<file path="src/rtl/conv_sched_if.sv">
// Handshake and index bundle between layer control / weight loader / PE array
// and the convolution loop-nest scheduler.
interface conv_sched_if;
  logic       start;
  logic       busy;
  logic       done;
  logic [7:0] k_idx;
  logic [7:0] cha_idx;
  logic [7:0] row_idx;
  logic [7:0] col_idx;
  logic       wt_req;
  logic       wt_ack;
  logic       pe_ready;
  logic       fetch_en;
  logic       acc_first;
  logic       acc_last;
  logic       pe_idle;

  modport master (
    output start, wt_ack, pe_ready, pe_idle,
    input  busy, done, k_idx, cha_idx, row_idx, col_idx,
    input  wt_req, fetch_en, acc_first, acc_last
  );

  modport slave (
    input  start, wt_ack, pe_ready, pe_idle,
    output busy, done, k_idx, cha_idx, row_idx, col_idx,
    output wt_req, fetch_en, acc_first, acc_last
  );
endinterface

</file>
<file path="src/rtl/conv_sched.sv">
// Loop-nest scheduler: kernel / channel / row / column counters with a weight
// handshake per (kernel, channel), back-pressured column streaming and a drain.
module conv_sched #(
  parameter int K    = 8,
  parameter int WCHA = 3,
  parameter int ROW  = 32,
  parameter int COL  = 32
) (
  input  logic         clk,
  input  logic         rst,
  conv_sched_if.slave  bus
);

  typedef enum logic [2:0] {
    IDLE,
    WLOAD,
    STREAM,
    DRAIN,
    DONE
  } state_t;

  localparam logic [7:0] K_LAST   = 8'(K - 1);
  localparam logic [7:0] CHA_LAST = 8'(WCHA - 1);
  localparam logic [7:0] ROW_LAST = 8'(ROW - 1);
  localparam logic [7:0] COL_LAST = 8'(COL - 1);

  state_t     state;
  logic [7:0] k_idx;
  logic [7:0] cha_idx;
  logic [7:0] row_idx;
  logic [7:0] col_idx;
  logic       fetch;

  // NOTE: reset is sampled inside the clocked block, so it only takes effect on
  // a rising edge; every register here uses non-blocking assignment so all
  // counters see the pre-edge values of each other.
  always_ff @(posedge clk) begin
    if (rst) begin
      state   <= IDLE;
      k_idx   <= '0;
      cha_idx <= '0;
      row_idx <= '0;
      col_idx <= '0;
    end else begin
      case (state)
        IDLE: begin
          if (bus.start) begin
            state   <= WLOAD;
            k_idx   <= '0;
            cha_idx <= '0;
            row_idx <= '0;
            col_idx <= '0;
          end
        end

        WLOAD: begin
          if (bus.wt_ack) state <= STREAM;
        end

        STREAM: begin
          if (bus.pe_ready) begin
            if (col_idx == COL_LAST) begin
              col_idx <= '0;
              if (row_idx == ROW_LAST) begin
                row_idx <= '0;
                state   <= DRAIN;
              end else begin
                row_idx <= row_idx + 8'd1;
              end
            end else begin
              col_idx <= col_idx + 8'd1;
            end
          end
        end

        DRAIN: begin
          if (bus.pe_idle) begin
            if (cha_idx != CHA_LAST) begin
              cha_idx <= cha_idx + 8'd1;
              state   <= WLOAD;
            end else begin
              cha_idx <= '0;
              if (k_idx != K_LAST) begin
                k_idx <= k_idx + 8'd1;
                state <= WLOAD;
              end else begin
                state <= DONE;
              end
            end
          end
        end

        DONE:    state <= IDLE;
        default: state <= IDLE;
      endcase
    end
  end

  // Fetch strobes stay combinational on pe_ready so a column issues the same
  // cycle the PE array signals room for it.
  assign fetch = (state == STREAM) && bus.pe_ready;

  assign bus.busy      = (state != IDLE);
  assign bus.done      = (state == DONE);
  assign bus.wt_req    = (state == WLOAD);
  assign bus.fetch_en  = fetch;
  assign bus.acc_first = fetch && (cha_idx == 8'd0);
  assign bus.acc_last  = fetch && (cha_idx == CHA_LAST);
  assign bus.k_idx     = k_idx;
  assign bus.cha_idx   = cha_idx;
  assign bus.row_idx   = row_idx;
  assign bus.col_idx   = col_idx;

endmodule
</file>
<file path="src/flat_wrapper.sv">
// flat-port wrapper written by rule: the top's interface ports become plain ports
module conv_sched_flat 
#(
  parameter int K    = 8,
  parameter int WCHA = 3,
  parameter int ROW  = 32,
  parameter int COL  = 32
)
  (clk, rst, bus_start, bus_wt_ack, bus_pe_ready, bus_pe_idle, bus_busy, bus_done, bus_k_idx, bus_cha_idx, bus_row_idx, bus_col_idx, bus_wt_req, bus_fetch_en, bus_acc_first, bus_acc_last);
  conv_sched_if bus_i ();
  input  logic clk;
  input  logic rst;
  input wire logic [$bits(bus_i.start)-1:0] bus_start;
  input wire logic [$bits(bus_i.wt_ack)-1:0] bus_wt_ack;
  input wire logic [$bits(bus_i.pe_ready)-1:0] bus_pe_ready;
  input wire logic [$bits(bus_i.pe_idle)-1:0] bus_pe_idle;
  output wire logic [$bits(bus_i.busy)-1:0] bus_busy;
  output wire logic [$bits(bus_i.done)-1:0] bus_done;
  output wire logic [$bits(bus_i.k_idx)-1:0] bus_k_idx;
  output wire logic [$bits(bus_i.cha_idx)-1:0] bus_cha_idx;
  output wire logic [$bits(bus_i.row_idx)-1:0] bus_row_idx;
  output wire logic [$bits(bus_i.col_idx)-1:0] bus_col_idx;
  output wire logic [$bits(bus_i.wt_req)-1:0] bus_wt_req;
  output wire logic [$bits(bus_i.fetch_en)-1:0] bus_fetch_en;
  output wire logic [$bits(bus_i.acc_first)-1:0] bus_acc_first;
  output wire logic [$bits(bus_i.acc_last)-1:0] bus_acc_last;
  assign bus_i.start = bus_start;
  assign bus_i.wt_ack = bus_wt_ack;
  assign bus_i.pe_ready = bus_pe_ready;
  assign bus_i.pe_idle = bus_pe_idle;
  assign bus_busy = bus_i.busy;
  assign bus_done = bus_i.done;
  assign bus_k_idx = bus_i.k_idx;
  assign bus_cha_idx = bus_i.cha_idx;
  assign bus_row_idx = bus_i.row_idx;
  assign bus_col_idx = bus_i.col_idx;
  assign bus_wt_req = bus_i.wt_req;
  assign bus_fetch_en = bus_i.fetch_en;
  assign bus_acc_first = bus_i.acc_first;
  assign bus_acc_last = bus_i.acc_last;
  conv_sched #(.K(K), .WCHA(WCHA), .ROW(ROW), .COL(COL)) u_core (.clk(clk), .rst(rst), .bus(bus_i));
endmodule
</file>
<file path="config.mk">
export PLATFORM = sky130hd
export DESIGN_NAME = conv_sched_flat
export DESIGN_NICKNAME = d
export VERILOG_FILES = /design/src/rtl/conv_sched_if.sv /design/src/rtl/conv_sched.sv /design/src/flat_wrapper.sv
export SDC_FILE = /design/constraint.sdc
export NUM_CORES = 1
export LEC_CHECK = 0
export ABC_CLOCK_PERIOD_IN_PS = 2200
export BUFFER_PORTS_ARGS = -buffer_cell sky130_fd_sc_hd__buf_2
export CORE_ASPECT_RATIO = 1.5
export CORE_MARGIN = 2
export CORE_UTILIZATION = 33
export DETAILED_ROUTE_END_ITERATION = 8
export GPL_TIMING_DRIVEN = 0
export PLACE_DENSITY_LB_ADDON = 0.15
export RECOVER_POWER = 100
export SYNTH_ARGS = -nofsm -noshare
export SYNTH_HDL_FRONTEND = slang
export SYNTH_SLANG_ARGS = --single-unit
</file>
<file path="constraint.sdc">
create_clock -name clk -period 2.2 [get_ports clk]
set_input_delay 0.44 -clock clk [delete_from_list [all_inputs] [get_ports clk]]
set_output_delay 0.44 -clock clk [all_outputs]
set_load 0.01 [all_outputs]
</file>
==> metrics.txt <==
final period utilization=between 90% and 100%; Die Span X=approximately 67 µm; initial antenna violation count=0; Switching Fraction=a little under two fifths; total grt overflow=0; Routed WL=5.09 mm; Mean Syn Cell Area=about 8.6 µm²; Cells after Synth=~230; clock share of power=24.4%; number of buffers created by CTS=5; Die Height=approximately 99 µm; Power per Cell Area=about 800 mW/mm²; slowest stage delay, CP=0.34 ns; critical path, cell by cell=buf_2, nor3b_2, and2_1, and4_1, buf_2; skew final=0.00309 ns; total power=~1.8 mW; wire per inst=14.5 µm; GPL Wtd Cong=~0.75; crit path DAT=around 1.6 ns; hold_buf cts=0; FF-to-FF End=u_core.bus.row_idx[4]; largest fanout on the critical path=10; Critical Path Source Type=register; area added between synthesis and finish=15.5%; Slew Viols, Final=0; R2R cell count=6; R2R Setup Slk=0.13 ns; ANT nets after route=0; post-synthesis cell type count=53; # rows=34; Worst-path clk slew=about 0.070 ns; full die area=roughly 0.0066 mm²; filler cell count=~650; CTS tree=done; layout cell share with drive strength beyond 1=10.4%; initial DRC count=54; share of the synthesized area in the top cell type=a little over a third; detailed-route via count=between 1,500 and 2,000; vias in the first global route=1,733; pin count of the biggest net entering global routing=11; Max Cap Violations=0; ys flop type=dfxtp_1; RSZ-0062 raised after global routing=false; GRT Total Usage=15.9%; DP Wirelength=about 3.9 mm; Initial Util=between 30 and 40%; # IOs=between 40 and 50; post-layout util=between 30% and 40%; Seq/Total Area, Yosys=35.4%; clk_lat worst skew=about 0.28 ns; clock tree sinks=35; dpl ws=roughly 0.10 ns; synthesized flop and latch total=35; first drt pass iteration count=4; CTS Buffer Depth=2; Worst-Margin Slew=0.512 ns; Post-synth EDFFs=0; H-tree levels=2; Net Count, Synth=between 200 and 250; first-pass GRT wire length=just over 8 mm; Tmin final=roughly 2.1 ns; worst setup path class=reg2out; Pint=roughly 1.1 mW; Post-Layout Cell Count=~350; Hold Fails Final Rpt=0; PortBufs=between 40 and 50; net switching power=between 0.6 and 0.7 mW; DR vias/cell=~5.2; Hold Path Class=reg2reg; Setup crit end=bus_acc_first; launch point of the critical path=u_core.state[0]; Synth top cells by count=dfxtp_1, nand2_1, nor2_1; setup tns final=0 ns; DRC=0; PnR worst setup slack=0.116 ns; hold path start=u_core.bus.cha_idx[0]; critical path capture point type=output pin; Synth Cell Area=0.00198 mm²; Synth area leader=dfxtp_1; FFs w/ async S/R, synth=0%; status=finished, final reports clean; CTS root buf=clkbuf_8; Achievable Freq=0.480 GHz; synth top area cells=dfxtp_1, xor2_1, a21oi_1; worst r2r src=u_core.bus.col_idx[0]; Final #Nets=292; Inst Count DP=344; Critical Path RT=about 1.8 ns; Comb pwr share=between 30% and 40%; yosys synthesis warning count=0; CP most frequent cell=buf_2; worst rel slew slack=65.4%; final setup fails=0; Peak VDD IR=0.000294 V; Diodes inserted=0; leakage power=about 0.78 nW; slowest CP cell=dfxtp_1; Core Region=about 0.0058 mm²; top-count cell post-synth=dfxtp_1; Seq pwr share=approximately two fifths
-- stage by stage --
stage                     hold slack, ns  instance area [µm²]
after CTS                          0.518                 2370
after global placement             0.498                 2280
after global routing               0.548                 2290
after detailed placement           0.511                 2280
final                              0.519                 2290
after floorplan                    0.510                 1980
-- power by group through the flow --
stage               clock network (mW)  logic, mW  registers (mW)
floorplan                            0      0.487           0.723
global placement                     0      0.673           0.726
detailed placement                   0      0.676           0.723
CTS                              0.454      0.697           0.709
global route                     0.476      0.705           0.714
finish                           0.435      0.640           0.705
-- sequential cells by signal, indices dropped and copies added, names as in the netlist --
| name | flops |
|---|---|
| u_core.bus.cha_idx | 8 |
| u_core.bus.col_idx | 8 |
| u_core.bus.k_idx | 8 |
| u_core.bus.row_idx | 8 |
| u_core.state | 3 |
-- layer usage --
metal  wire, µm  GRT usage (%)
met5          0              0
met4         54           5.18
met3        159           2.74
met2       2780           29.5
met1       2100           17.5
-- how the worst min path moves through the flow --
| stage | depth (start not counted) | to |
|---|---|---|
| 2_1_floorplan | 2 | u_core.bus.col_idx[4] |
| 6_report | 2 | u_core.bus.cha_idx[0] |
| 3_5_place_dp | 2 | u_core.bus.col_idx[4] |
| 5_1_grt | 2 | u_core.bus.k_idx[7] |
| 3_3_place_gp | 2 | u_core.bus.k_idx[7] |
| 4_1_cts | 2 | u_core.bus.cha_idx[0] |
-- final cells by class --
| class | count | area (µm²) | share of cell area [%] |
|---|---|---|---|
| well taps | 72 | 90.1 | 3.94 |
| plain buffers | 9 | 48.8 | 2.13 |
| clock buffers | 6 | 72.6 | 3.17 |
| inverters | 2 | 7.51 | 0.328 |
| repair buffers | 44 | 179 | 7.82 |
| flip-flops and latches | 35 | 701 | 30.6 |
| multi-input cells | 183 | 1190 | 52.0 |
-- logic make-up after synthesis --
family / Yosys count / share of synthesized area (%)
xor gates and xnor gates: 16 / 7.08
buffers and inverters: 11 / 3.16
AOI/OAI and AO/OA: 41 / 13.7
muxes: 2 / 1.01
and+or+nand+nor: 118 / 35.9
adders and majority gates: 6 / 3.79
DFF: 35 / 35.4
-- timing repair --
action | in CTS | in global routing
gates resized for setup | 1 | 1
buffers inserted | 1 | 0
setup endpoints to repair | 2 | 1
pin swaps | 1 | 0
-- placed cells by master (no fill, tap or decap), types with 2 or more instances in the layout --
cell,synthesis,routed
and3_1,2,2
a31oi_1,2,2
nor2_2,2,2
nor4_1,5,5
buf_2,2,10
nand4_1,10,10
nand4b_1,2,3
clkbuf_1,4,40
dfxtp_1,35,35
clkbuf_8,0,5
mux2i_1,2,2
nand3_1,13,13
o211ai_1,2,3
or4_1,8,8
ha_1,6,6
or3_1,7,7
a21oi_1,15,15
nor3b_1,2,2
nand2b_1,5,6
buf_4,1,2
nand2_1,19,19
xnor2_1,6,6
nor3_1,8,9
o21bai_1,2,2
inv_1,2,2
o21ai_0,6,8
xor2_1,10,10
and2_1,3,3
nor2_1,19,19
and4_1,2,2
-- worst max-delay path: cells and delay by family (launching register included) --
kind / cells / cell delay, ns
simple gates: 3 / 0.68
flops: 1 / 0.34
buf+inv: 2 / 0.33
Power figures use the tool's default switching activity.
